<file path="src/rtl/nibble_serial_adder_pkg.sv">
// Shared encodings for the nibble-serial add/subtract unit.
// FSM state encodings, the nibble width, and the signed-overflow rule.
package nibble_serial_adder_pkg;

  localparam int NIBBLE_W = 4;

  typedef enum logic [1:0] {
    ST_IDLE = 2'b00,
    ST_RUN  = 2'b01,
    ST_DONE = 2'b10
  } state_t;

  // Two's-complement overflow: operands agree in sign but the result does not.
  function automatic logic signed_ovf(input logic a_sign, input logic b_sign,
                                      input logic s_sign);
    return (a_sign == b_sign) && (s_sign != a_sign);
  endfunction

endpackage

</file>
<file path="src/rtl/nibble_serial_adder_four_bit_adder.sv">
// Purely combinational 4-bit ripple adder with carry in and carry out.
module four_bit_adder
  import nibble_serial_adder_pkg::*;
(
  input  logic [NIBBLE_W-1:0] a,
  input  logic [NIBBLE_W-1:0] b,
  input  logic                cin,
  output logic [NIBBLE_W-1:0] s,
  output logic                cout
);

  logic [NIBBLE_W:0] total;

  assign total = {1'b0, a} + {1'b0, b} + {{NIBBLE_W{1'b0}}, cin};
  assign s     = total[NIBBLE_W-1:0];
  assign cout  = total[NIBBLE_W];

endmodule

</file>
<file path="src/rtl/nibble_serial_adder.sv">
// WIDTH-bit add/subtract built around a single four_bit_adder, one nibble per
// cycle LSB first, with valid/ready handshakes on both operand and result sides.
module nibble_serial_adder
  import nibble_serial_adder_pkg::*;
#(
  parameter int WIDTH = 16
) (
  input  logic             clk,
  input  logic             rst,
  input  logic             in_valid,
  output logic             in_ready,
  input  logic [WIDTH-1:0] in_a,
  input  logic [WIDTH-1:0] in_b,
  input  logic             in_cin,
  input  logic             in_sub,
  output logic             out_valid,
  input  logic             out_ready,
  output logic [WIDTH-1:0] out_sum,
  output logic             out_cout,
  output logic             out_ovf
);

  localparam int NIBBLES = WIDTH / NIBBLE_W;
  localparam int IDX_W   = (NIBBLES > 1) ? $clog2(NIBBLES) : 1;
  localparam logic [IDX_W-1:0] LAST_IDX = IDX_W'(NIBBLES - 1);

  state_t                state;
  logic [WIDTH-1:0]      a_sh;
  logic [WIDTH-1:0]      b_sh;
  logic                  carry;
  logic [IDX_W-1:0]      idx;
  logic                  a_sign;
  logic                  b_sign;
  logic [NIBBLE_W-1:0]   add_s;
  logic                  add_cout;

  four_bit_adder u_adder (
    .a    (a_sh[NIBBLE_W-1:0]),
    .b    (b_sh[NIBBLE_W-1:0]),
    .cin  (carry),
    .s    (add_s),
    .cout (add_cout)
  );

  // NOTE: all state here uses non-blocking assignments so every register sees
  // pre-edge values of the others; blocking would make a_sh shift before the
  // adder result derived from it is captured, depending on statement order.
  always_ff @(posedge clk) begin
    if (rst) begin
      state     <= ST_IDLE;
      in_ready  <= 1'b1;
      out_valid <= 1'b0;
      out_sum   <= '0;
      out_cout  <= 1'b0;
      out_ovf   <= 1'b0;
      idx       <= '0;
      carry     <= 1'b0;
      a_sh      <= '0;
      b_sh      <= '0;
      a_sign    <= 1'b0;
      b_sign    <= 1'b0;
    end else begin
      case (state)
        ST_IDLE: begin
          if (in_valid) begin
            // Subtraction is A + ~B + 1; the caller's carry-in is ignored then.
            a_sh     <= in_a;
            b_sh     <= in_sub ? ~in_b : in_b;
            carry    <= in_sub ? 1'b1 : in_cin;
            a_sign   <= in_a[WIDTH-1];
            b_sign   <= in_sub ? ~in_b[WIDTH-1] : in_b[WIDTH-1];
            idx      <= '0;
            in_ready <= 1'b0;
            state    <= ST_RUN;
          end
        end

        ST_RUN: begin
          out_sum[idx*NIBBLE_W +: NIBBLE_W] <= add_s;
          carry <= add_cout;
          a_sh  <= a_sh >> NIBBLE_W;
          b_sh  <= b_sh >> NIBBLE_W;
          if (idx == LAST_IDX) begin
            out_cout  <= add_cout;
            out_ovf   <= signed_ovf(a_sign, b_sign, add_s[NIBBLE_W-1]);
            out_valid <= 1'b1;
            state     <= ST_DONE;
          end else begin
            idx <= idx + 1'b1;
          end
        end

        ST_DONE: begin
          // Result registers are left untouched so they hold after handoff.
          if (out_ready) begin
            out_valid <= 1'b0;
            in_ready  <= 1'b1;
            state     <= ST_IDLE;
          end
        end

        default: begin
          out_valid <= 1'b0;
          in_ready  <= 1'b1;
          state     <= ST_IDLE;
        end
      endcase
    end
  end

endmodule

</file>
<file path="config.mk">
export PLATFORM = sky130hd
export DESIGN_NAME = nibble_serial_adder
export DESIGN_NICKNAME = d
export VERILOG_FILES = /design/src/rtl/nibble_serial_adder_pkg.sv /design/src/rtl/nibble_serial_adder_four_bit_adder.sv /design/src/rtl/nibble_serial_adder.sv
export SDC_FILE = /design/constraint.sdc
export NUM_CORES = 1
export LEC_CHECK = 0
export CAP_MARGIN = 20
export CORE_MARGIN = 1.5
export CORE_UTILIZATION = 25
export DETAILED_ROUTE_END_ITERATION = 6
export REMOVE_ABC_BUFFERS = 1
export SLEW_MARGIN = 10
export SYNTH_ARGS = -nofsm -noshare
export SYNTH_HDL_FRONTEND = slang
export SYNTH_SLANG_ARGS = --single-unit
export TNS_END_PERCENT = 100
</file>
<file path="constraint.sdc">
create_clock -name clk -period 2.29 [get_ports clk]
set_clock_uncertainty 0.15 [all_clocks]
set_input_delay 0.687 -clock clk [delete_from_list [all_inputs] [get_ports clk]]
set_output_delay 0.687 -clock clk [all_outputs]
set_load 0.005 [all_outputs]
</file>
Word level (Yosys, flattened, before mapping)
Cells that the tools add are included.

word-level totals
  bits in registers = 59
  input bits = 38
  output and inout bits = 20
  word-level logic and storage cells = 64

operators by class
  $add $sub $neg = 4
  equal/unequal tests = 9
  shift operators = 2
  mux-type cells = 23
  bitwise gates (word level) = 4
  reductions and logical operators = 10

operator list
  kind                                                                     number
  16-bit case mux with 2 select lines                                      2
  16-bit two-way mux                                                       3
  4-bit negator with 34-bit output                                         1
  4-bit by 34-bit variable shift with 16-bit output, first input constant  1
  4-bit by 34-bit indexed part select with 16-bit output                   1
  16-bit bitwise mux                                                       1
  16-bit NOT                                                               1
  3-bit AND reduction                                                      4
  2-bit two-way mux                                                        5
  2-bit inequality test, second input constant                             4
  1-bit two-way mux                                                        7
  1-bit case mux with 3 select lines                                       2
  2-bit case mux with 3 select lines                                       1
  2-bit AND reduction                                                      3
  4-bit by 4-bit adder with 5-bit output                                   1
  5-bit by 1-bit adder with 5-bit output                                   1
  2-bit == test, second input constant                                     2
  2-bit case mux with 2 select lines                                       1
  1-bit NOT                                                                3
  2-bit by 1-bit adder with 2-bit output, second input constant            1
  2-bit by 1-bit == test with 1-bit output, second input constant          1
  2-bit logical NOT                                                        1
  1-bit case mux with 2 select lines                                       1
  2-bit nonzero test                                                       1
  other kinds (3)                                                          3

Depth between registers and ports, before layout
Gate-level depths: netlist of run 1.

  depth after elaboration = 4
  gate-level depth with buffers = 7
  gate-level depth less buffers = 7

Cells and area by module
Synthesis of run 1 repeated with hierarchy kept, for this count alone.

second synthesis, totals
  cells, all modules = 306
  area total of the unflattened synthesis = 2727.6 sq um

modules (own cells, without submodules)
  module               times used  cells an instance  area an instance (sq um)  seq. area each (sq um)
  nibble_serial_adder  1           290                2583.7                    1181.1
  four_bit_adder       1           16                 143.9                     0.0

Worst setup path before layout of run 1
OpenSTA, ideal clock, no wires.

  path kind = reg2reg
  start point = register idx[0]
  end point = register out_sum[11]
  setup time = 70 ps
  arrival time = 1794 ps
  data required time = 2070 ps
  setup slack = 276 ps
  stages on the path, launching flop included = 7
  path buffers = 0
  period minus slack after synthesis = 2014 ps
  cells stage by stage = dfxtp_1 inv_1 ha_1 nand2_1 or4_4 or3_1 a21oi_1

between the ends
  word-level cells in the longest chain between the ends = 3
  elaborated cells on any way between the ends = 4
  those cells by class = add/sub (1); shift (2); mux (1)

ends and longest elaborated chain
  item                                                                                                                                line                       text
  from (decl)                                                                                                                         nibble_serial_adder.sv:31  logic [IDX_W-1:0] idx;
  from (signal assigned)                                                                                                              nibble_serial_adder.sv:89  idx <= idx + 1'b1;
  4-bit negator with 34-bit output *                                                                                                  nibble_serial_adder.sv:79  out_sum[idx*NIBBLE_W +: NIBBLE_W] <= add_s;
  4-bit by 34-bit indexed part select with 16-bit output / 4-bit by 34-bit variable shift with 16-bit output (equally long branches)  nibble_serial_adder.sv:79
  16-bit bitwise mux *                                                                                                                nibble_serial_adder.sv:79
  to (signal, indexed assignment)                                                                                                     nibble_serial_adder.sv:79
  to (decl)                                                                                                                           nibble_serial_adder.sv:18  output logic [WIDTH-1:0] out_sum,

Mark *: on every way between the ends. The rest lies on a longest branch, timed or not.
A chain may end at the register's enable or synchronous reset.

Worst setup path after layout of run 1
  start point = register idx[1]
  end point = register out_sum[11]

Same word-level chain as after synthesis.

==> metrics.txt, run 1 <==
number of flops mapped to enable cells by yosys=0; worst-path cell chain=inv_1 -> ha_1 -> nand2_1 -> or4_4 -> or3_1 -> a21oi_1; Seq/Total Area, Yosys=approximately 43%; Clock transition at path regs=about 60 ps; worst hold start=out_sum[11]$_SDFFE_PP0P_; Synth area leaders=dfxtp_1, a22oi_1, nand2_1, nor2_1, xor2_1; starting density of the core=25.6%; cell taking the most area after synthesis=dfxtp_1; synthesized flop and latch total=59; DP Cell Count=518; pre-CTS setup slack=121 ps; Synth Area in Compound Gates=20.0%; DRT Pass-1 Iters=4; TritonCTS sink count=59; kind of start point of the critical path=flip-flop; initial antenna violation count=0; Post-Synth Adder-Cell Area=5.51%; Pwr Total=2.48 mW; gr ovfl total=0; fraction of registers with async set/reset=0%; capturing point of the worst reg2reg path=out_sum[11]$_SDFFE_PP0P_; DRC Markers=0; Mean Syn Cell Area=about 8.4 um^2; share of cells above drive strength 1=under 10%; worst vdd ir=0.000271 V; I/O Pins=58; fin. max-slew vios=0; CP Max Fanout=7; average wire per standard cell=12.6 um; Cell Area, Synth=2770 um^2; PortBufs=57; P_int=1.86 mW; Fmax achieved=around 480 MHz; Starting DRT DRC Count=78; final cell count without fillers=roughly 530; Slowest cell on crit path=dfxtp_1; Yosys warning total=0; Tot GR Track Use=12.4%; Synth top area share=between 40% and 50%; CTS hold repair buffers=0; Final Hold Viols=0; clk_lat worst skew=350 ps; hold-critical path depth=2; multiplexer share of the synthesized area=0%; Worst EP arrival=2220 ps; fill count=about 1200; DP HPWL=4.79 mm; cts repair resizes=0; Synth Area in XOR/XNOR=5.37%; final setup TNS=0 ps; dpl cell area=3570 um^2; Switching Power=0.617 mW; post-synthesis simple-gate area fraction=22.3%; Num CTS Buffers=9; top cells by count, synth=dfxtp_1, nand2_1, nor2_1; clock group share of total power=39.0%; largest net degree at the start of global routing=60; drt via density=4.59; r2r startpoint=idx[1]$_SDFFE_PP0P_; final setup margin=198 ps; Post-CTS Setup Repair Bufs=0; power density over cell area=658 nW/um^2; core area=10800 um^2; global-route wire length before repair=11.0 mm; Worst Tran Pin Value=446 ps; Pleak=around 1.4 nW; clk buf depth=2; # nets final=438; fin util=a little over a third; via count=around 2400; Die Height=108 um; CTS root buf=clkbuf_8; htree depth=3; max capacitance violation total=0; Routability Congestion=0.719; slew margin rel.=between 70 and 80%; Total Die Area=between 10000 and 15000 um^2; post-layout min period=about 2100 ps; R2R setup slack=200 ps; antenna fix cells=0; worst hold path type=flip-flop to flip-flop; Std-Cell Rows=38; status=finished, final reports clean; Reg power frac=44.9%; largest family of logic cells by synthesized area=simple AND/OR/NAND/NOR gates; CTS tree=built; top-count cell post-synth=dfxtp_1; final instance area=3770 um^2; ANT nets after route=0; final wirelength=between 6 and 7 mm; final worst-path cycle share=between 90 and 100%; Comb power frac=between 10% and 20%; hold slack=between 300 and 400 ps; Top FF cell, synth=dfxtp_1; switching part of the total=24.9%; Layout area overhead=35.9%; R2R cell count=6; CP Class=flip-flop to flip-flop; Largest stage delay, worst path=420 ps; vias in the first global route=2291; RSZ-0062 raised after global routing=false; Die X=108 um; endpoints failing setup=0; critical path data required time=around 2400 ps; cells after synthesis=328; CP Capture Type=flip-flop; Yosys cell types=40; Hold Path Sink=out_sum[11]$_SDFFE_PP0P_
## metal layers
layer  global-route usage, %  up-vias  routed length, um
li1                        -     1261                  -
met1                    15.5     1123               3180
met2                    19.8       45               3100
met3                    3.86       14                304
met4                    5.08        0                117
met5                       0        -                  0
## kinds of logic after synthesis
family | Yosys count
compound gates | 80
buf+inv | 28
flops | 59
simple gates | 133
fa+ha+maj | 11
xor+xnor | 17
## how the worst max path moves through the flow
stage / cells after the start / to / startpoint / slack, ps
floorplan: 4 / out_sum[3]$_SDFFE_PP0P_ / state[0]$_SDFFE_PP0P_ / 60
global placement: 6 / idx[1]$_SDFFE_PP0P_ / in_valid / 160
detailed placement: 6 / b_sh[11]$_SDFFE_PP0P_ / in_valid / 120
CTS: 6 / out_sum[11]$_SDFFE_PP0P_ / idx[1]$_SDFFE_PP0P_ / 200
global route: 6 / out_sum[3]$_SDFFE_PP0P_ / idx[1]$_SDFFE_PP0P_ / 30
finish: 6 / out_sum[11]$_SDFFE_PP0P_ / idx[1]$_SDFFE_PP0P_ / 200
## layout make-up
| type | instances | area (um^2) | area share, % |
|---|---|---|---|
| inverter | 6 | 22.5 | 0.598 |
| tap | 140 | 175 | 4.65 |
| sequential | 59 | 1180 | 31.4 |
| multi-input combinational | 241 | 1470 | 39.1 |
| timing repair buffer | 72 | 716 | 19.0 |
| clock inverter | 2 | 35.0 | 0.930 |
| clock buffer | 12 | 165 | 4.38 |
## power by group through the flow
stage               Combinational [mW]  Sequential [mW]  Clock (mW)
global placement                 0.395             1.14           0
detailed placement               0.403             1.14           0
floorplan                        0.203             1.13           0
finish                           0.399             1.11       0.966
CTS                              0.404             1.11        1.00
global route                     0.443             1.12        1.04
## sequential cells by signal, indices dropped and copies added (netlist names)
name,cells
a_sh,16
b_sh,16
out_sum,16
idx,2
state,2
a_sign,1
b_sign,1
carry,1
in_ready,1
out_cout,1
out_ovf,1
out_valid,1
## cells in the final DEF (no fill, tap or decap), types with 2 or more instances in the layout
master,netlist,layout
a211oi_1,2,2
a21oi_1,16,16
a22oi_1,27,27
a2bb2oi_1,4,4
a311oi_1,13,13
and2_1,2,2
and3b_1,2,2
buf_12,0,3
buf_4,0,12
clkbuf_8,0,12
clkdlybuf4s50_1,0,56
dfxtp_1,59,59
fa_1,2,2
ha_1,9,9
inv_1,6,6
nand2_1,54,54
nand2b_1,2,2
nand3_1,2,2
nor2_1,42,42
nor2b_1,15,15
o21ai_0,11,11
o21bai_1,2,2
or3_1,4,4
xor2_1,16,16
## critical path, delay by kind of cell (launching register included)
kind                     cells  cell delay [ps]
AND/OR/NAND/NOR              3              830
buffers and inverters        1              110
flip-flops                   1              420
adder cells (fa/ha/maj)      1              400
AO/OA/AOI/OAI                1              120
(Power assumes the default switching activity.)
==> inputs of run 2 (changes only) <==
ABC_AREA = 1   (was not set)
==> run 2 against run 1 <==
Hold slack improved by 11 ps. Critical path depth up 2. Non-clock buffer count is 9 lower.
==> metrics.txt, run 2 <==
Cell Area, Synth=about 2800 um^2; Pleak=1.52 nW; Std-Cell Rows=38; starting density of the core=between 20% and 30%; htree depth=3; hold slack=313 ps; final wirelength=6.89 mm; max layer used=met4; metal2 WL=3.17 mm; R2R setup slack=250 ps; Seq/Total Area, Yosys=41.7%; Total Die Area=~12000 um^2; average wire per standard cell=12.2 um; largest registers=a_sh x16, b_sh x16, out_sum x16; number of flops mapped to enable cells by yosys=0; most common cell after layout, fill and taps aside=nand2_1; cts repair resizes=0; Clock transition at path regs=50 ps; Fmax achieved=490 MHz; clk_lat worst skew=330 ps; Tot GR Track Use=12.5%; critical path data required time=2390 ps; drt via density=4.39; via count=2484; wire length on met3=303 um; Synth area leaders=dfxtp_1, nand2_1, a21oi_1, xnor2_1, ha_1; Levels on crit path=8; Die X=109 um; post-layout min period=2040 ps; Post-CTS Setup Repair Bufs=0; Final Hold Viols=0; CTS tree=built; Worst EP arrival=2140 ps; core area=10900 um^2; antenna fix cells=0; endpoints failing setup=0; cell taking the most area after synthesis=dfxtp_1; Num CTS Buffers=9; CP Capture Type=flip-flop; fin util=35.4%; Starting DRT DRC Count=107; Top FF cell, synth=dfxtp_1; Layout area overhead=36.6%; # nets final=470; gr ovfl total=0; CP Max Fanout=3; kind of start point of the critical path=flip-flop; clk buf depth=2; worst hold start=b_sh[12]$_SDFFE_PP0P_; Worst Tran Pin Value=478 ps; wl on met1=3.31 mm; max capacitance violation total=0; CTS root buf=clkbuf_16; fin. max-slew vios=0; initial antenna violation count=0; CP Class=flip-flop to flip-flop; delay-heaviest family, CP=adder cells; commonest non-fill, non-tap cells in the layout=nand2_1, dfxtp_1, clkdlybuf4s50_1; Mean Syn Cell Area=7.83 um^2; worst-path cell chain=fa_1 -> inv_1 -> fa_1 -> xnor2_1 -> nand2_1 -> nor2_1 -> nand2_1 -> a21oi_1; fraction of registers with async set/reset=0%; Die Height=109 um; final setup TNS=0 ps; top cells by count, synth=nand2_1, dfxtp_1, a21oi_1; Synth top area share=41.7%; Slowest cell on crit path=fa_1; buffers and inverters on the worst path=1; worst vdd ir=0.000370 V; r2r startpoint=a_sh[0]$_SDFFE_PP0P_; DRC Markers=0; hold-critical path depth=2; vias in the first global route=roughly 2400; share of cells above drive strength 1=9.62%; global-route wire length before repair=roughly 11 mm; top-count cell post-synth=nand2_1; Routability Congestion=0.783; PortBufs=between 50 and 60; R2R cell count=8; RSZ-0062 raised after global routing=false; Yosys cell types=37; CTS hold repair buffers=0; Hold Path Sink=b_sh[12]$_SDFFE_PP0P_; status=finished, final reports clean; synthesized flop and latch total=59; DP HPWL=~5 mm; slew margin rel.=68.0%; cells after synthesis=between 300 and 400; Largest stage delay, worst path=roughly 390 ps; power density over cell area=a little under 800 nW/um^2; I/O Pins=58; Yosys warning total=0; capturing point of the worst reg2reg path=out_sum[6]$_SDFFE_PP0P_; largest net degree at the start of global routing=32; Pwr Total=a little over 3 mW; final worst-path cycle share=89.1%; DRT Pass-1 Iters=4; TritonCTS sink count=59; worst hold path type=flip-flop to flip-flop; ANT nets after route=0
-- run 2: area by class of cell --
class,instances,area (um^2)
clock buffers,12,256
clock inverters,4,72.6
fillers,1159,7070
inverters,33,129
multi-input cells,255,1430
flip-flops and latches,59,1180
well taps,140,175
repair buffers,63,628
-- run 2: stage by stage --
| step | cell area, um^2 | worst slack [ps] | instances |
|---|---|---|---|
| floorplan | 2740 | 456 | 347 |
| global placement | 3540 | 188 | 550 |
| detailed placement | 3540 | 162 | 550 |
| CTS | 3870 | 246 | 566 |
| global route | 3870 | 80.2 | 566 |
| finish | 3870 | 250 | 566 |
-- run 2: worst min-delay path, stage by stage (launching register included) --
cell and delay (ps):
dfxtp_1 310, nand2_1 60, a21oi_1 50
-- run 2: how the worst max path moves through the flow --
stage,to,start
CTS,out_ovf,out_ovf$_SDFFE_PP0P_
global route,out_sum[7]$_SDFFE_PP0P_,idx[0]$_SDFFE_PP0P_
detailed placement,b_sh[0]$_SDFFE_PP0P_,in_valid
global placement,b_sh[0]$_SDFFE_PP0P_,in_valid
finish,out_sum[6]$_SDFFE_PP0P_,a_sh[0]$_SDFFE_PP0P_
floorplan,out_sum[5]$_SDFFE_PP0P_,a_sh[0]$_SDFFE_PP0P_
-- run 2: routing by layer --
metal / vias to the layer above / GRT usage (%)
met3: 9 / 3.56
met1: 1118 / 15.6
met5: - / 0
li1: 1298 / -
met4: 0 / 5.29
met2: 59 / 20.1
-- run 2: cell families (layout without fill, tap and decap cells) --
family | count (synthesis) | in the layout | share of synthesized area, %
AND/OR/NAND/NOR | 152 | 152 | 23.8
AO/OA/AOI/OAI | 75 | 75 | 15.9
flip-flops | 59 | 59 | 41.7
buffers and inverters | 48 | 112 | 7.95
XOR/XNOR | 17 | 17 | 5.25
adder cells (fa/ha/maj) | 11 | 11 | 5.39
-- run 2: power breakdown --
part           switching (mW)  internal, mW  leakage, nW
logic                   0.244         0.194        0.873
registers              0.0426          1.09        0.483
clock network           0.456          1.01        0.159
==> inputs of run 3 (changes only) <==
RECOVER_POWER = 100   (was not set)
SLEW_MARGIN = 20   (was 10)
==> run 3 against run 2 <==
First-iteration DRC count increased by 4.7%. Maximum frequency decreased by 2.3%. Clock-buffer cell count unchanged. Worst setup slack got worse by 47 ps. Via count increased by 0.44%. Cell area decreased by 0.74%. Non-clock buffer count unchanged. Clock power about the same. Sequential cell count unchanged. Cell count unchanged. Critical path depth decreased by 7. Largest cell class unchanged. Largest power group unchanged. Highest routed layer unchanged.
==> metrics.txt, run 3 (synthesis results as in run 2) <==
final setup TNS=0 ps; Slowest cell on crit path=dlygate4sd3_1; Layout area overhead=35.5%; worst hold path type=flip-flop to flip-flop; core area=10900 um^2; DRC Markers=0; wire length on met3=300 um; worst-path cell chain=dlygate4sd3_1; CTS hold repair buffers=0; Std-Cell Rows=38; max capacitance violation total=0; kind of start point of the critical path=flip-flop; worst hold start=b_sh[12]$_SDFFE_PP0P_; critical path data required time=about 1500 ps; FF/Latch Area=1180 um^2; worst vdd ir=0.000369 V; Crit. Startpoint=out_sum[10]$_SDFFE_PP0P_; commonest non-fill, non-tap cells in the layout=nand2_1, dfxtp_1, clkdlybuf4s50_1; Total Die Area=approximately 12000 um^2; buffers and inverters on the worst path=1; slew margin rel.=48.5%; Reg power frac=37.5%; Die X=109 um; global-route wire length before repair=around 11 mm; Fmax achieved=479 MHz; P_int=roughly 2.3 mW; final worst-path cycle share=91.2%; largest registers=a_sh x16, b_sh x16, out_sum x16; fin. max-slew vios=0; Switching Power=0.734 mW; status=finished, final reports clean; CP Capture Type=output port; ANT nets after route=0; post-layout min period=2090 ps; max layer used=met4; via count=about 2500; largest net degree at the start of global routing=32; antenna fix cells=0; I/O Pins=58; CTS root buf=clkbuf_16; fill count=1167; PortBufs=57; switching part of the total=24.3%; Largest stage delay, worst path=~580 ps; delay-heaviest family, CP=buffers and inverters; CP Max Fanout=2; starting density of the core=25.9%; gr ovfl total=0; clk buf depth=2; clock group share of total power=48.4%; initial antenna violation count=0; Worst EP arrival=between 1000 and 1500 ps; cts repair resizes=0; wl on met1=around 3.3 mm; CP Class=flip-flop to output port; # nets final=470; final setup margin=202 ps; most common cell after layout, fill and taps aside=nand2_1; r2r startpoint=a_sh[0]$_SDFFE_PP0P_; pre-CTS setup slack=162 ps; Num CTS Buffers=9; share of cells above drive strength 1=7.51%; TritonCTS sink count=59; endpoints failing setup=0; drt via density=roughly 4.4; vias in the first global route=2413; Multi-input gate area=1400 um^2; Routability Congestion=approximately 0.78; Comb power frac=between 10% and 20%; DRT Pass-1 Iters=4; CTS tree=built; DP HPWL=4.86 mm; Clock transition at path regs=roughly 50 ps; Starting DRT DRC Count=112; Die Height=~110 um; Pleak=1.58 nW; final wirelength=6.87 mm; htree depth=3; Tot GR Track Use=12.5%; average wire per standard cell=between 10 and 15 um; Post-CTS Setup Repair Bufs=0; Final Hold Viols=0; Worst Tran Pin Value=770 ps; power density over cell area=just under 800 nW/um^2; metal2 WL=~3.2 mm; clk_lat worst skew=330 ps; RSZ-0062 raised after global routing=false
## run 3: cell count changes in the layout (fill, tap and decap cells not counted), sizes merged
cell and delta:
clkbuf +1, clkdlybuf4s50 -21, buf -1, dlygate4sd3 +21
## run 3: final cells by class
type	instances	share of cell area, %
Timing Repair Buffer	63	16.3
Clock buffer	12	6.68
Inverter	33	3.36
Clock inverter	4	1.89
Sequential cell	59	30.7
Multi-Input combinational cell	255	36.5
Tap cell	140	4.56
## run 3: per-stage QoR
step | std cells | hold slack [ps] | total power [mW] | utilization (%) | area (um^2)
after floorplan | 347 | 284 | 1.41 | - | 2740
after global placement | 550 | 302 | 1.59 | 32.4 | 3540
after detailed placement | 550 | 305 | 1.60 | 32.4 | 3540
after CTS | 566 | 313 | 3.07 | 35.4 | 3870
after global routing | 566 | 329 | 3.18 | 35.1 | 3840
final | 566 | 313 | 3.02 | 35.1 | 3840
## run 3: final timing paths
path                               to  slack [ps]  cells after the start
max                       out_sum[10]         200                      1
min reg2reg     b_sh[12]$_SDFFE_PP0P_         310                      2
min             b_sh[12]$_SDFFE_PP0P_         310                      2
max reg2reg  out_sum[13]$_SDFFE_PP0P_         260                      6
## run 3: power groups by stage
| stage | Sequential [mW] | Combinational (mW) | Clock, mW |
|---|---|---|---|
| 4_1_cts | 1.14 | 0.442 | 1.49 |
| 2_1_floorplan | 1.15 | 0.261 | 0 |
| 3_3_place_gp | 1.15 | 0.433 | 0 |
| 6_report | 1.13 | 0.426 | 1.46 |
| 3_5_place_dp | 1.16 | 0.441 | 0 |
| 5_1_grt | 1.14 | 0.483 | 1.55 |
## run 3: routing by layer
| layer | track usage, % | vias up |
|---|---|---|
| met5 | 0 | - |
| met4 | 5.29 | 0 |
| met3 | 3.56 | 9 |
| met2 | 20.1 | 55 |
| met1 | 15.6 | 1133 |
| li1 | - | 1298 |
## run 3: worst min-delay path, delay by kind of cell (launching register included)
kind             cells  cell delay, ps
flip-flops           1             310
AND/OR/NAND/NOR      1              60
AO/OA/AOI/OAI        1              50
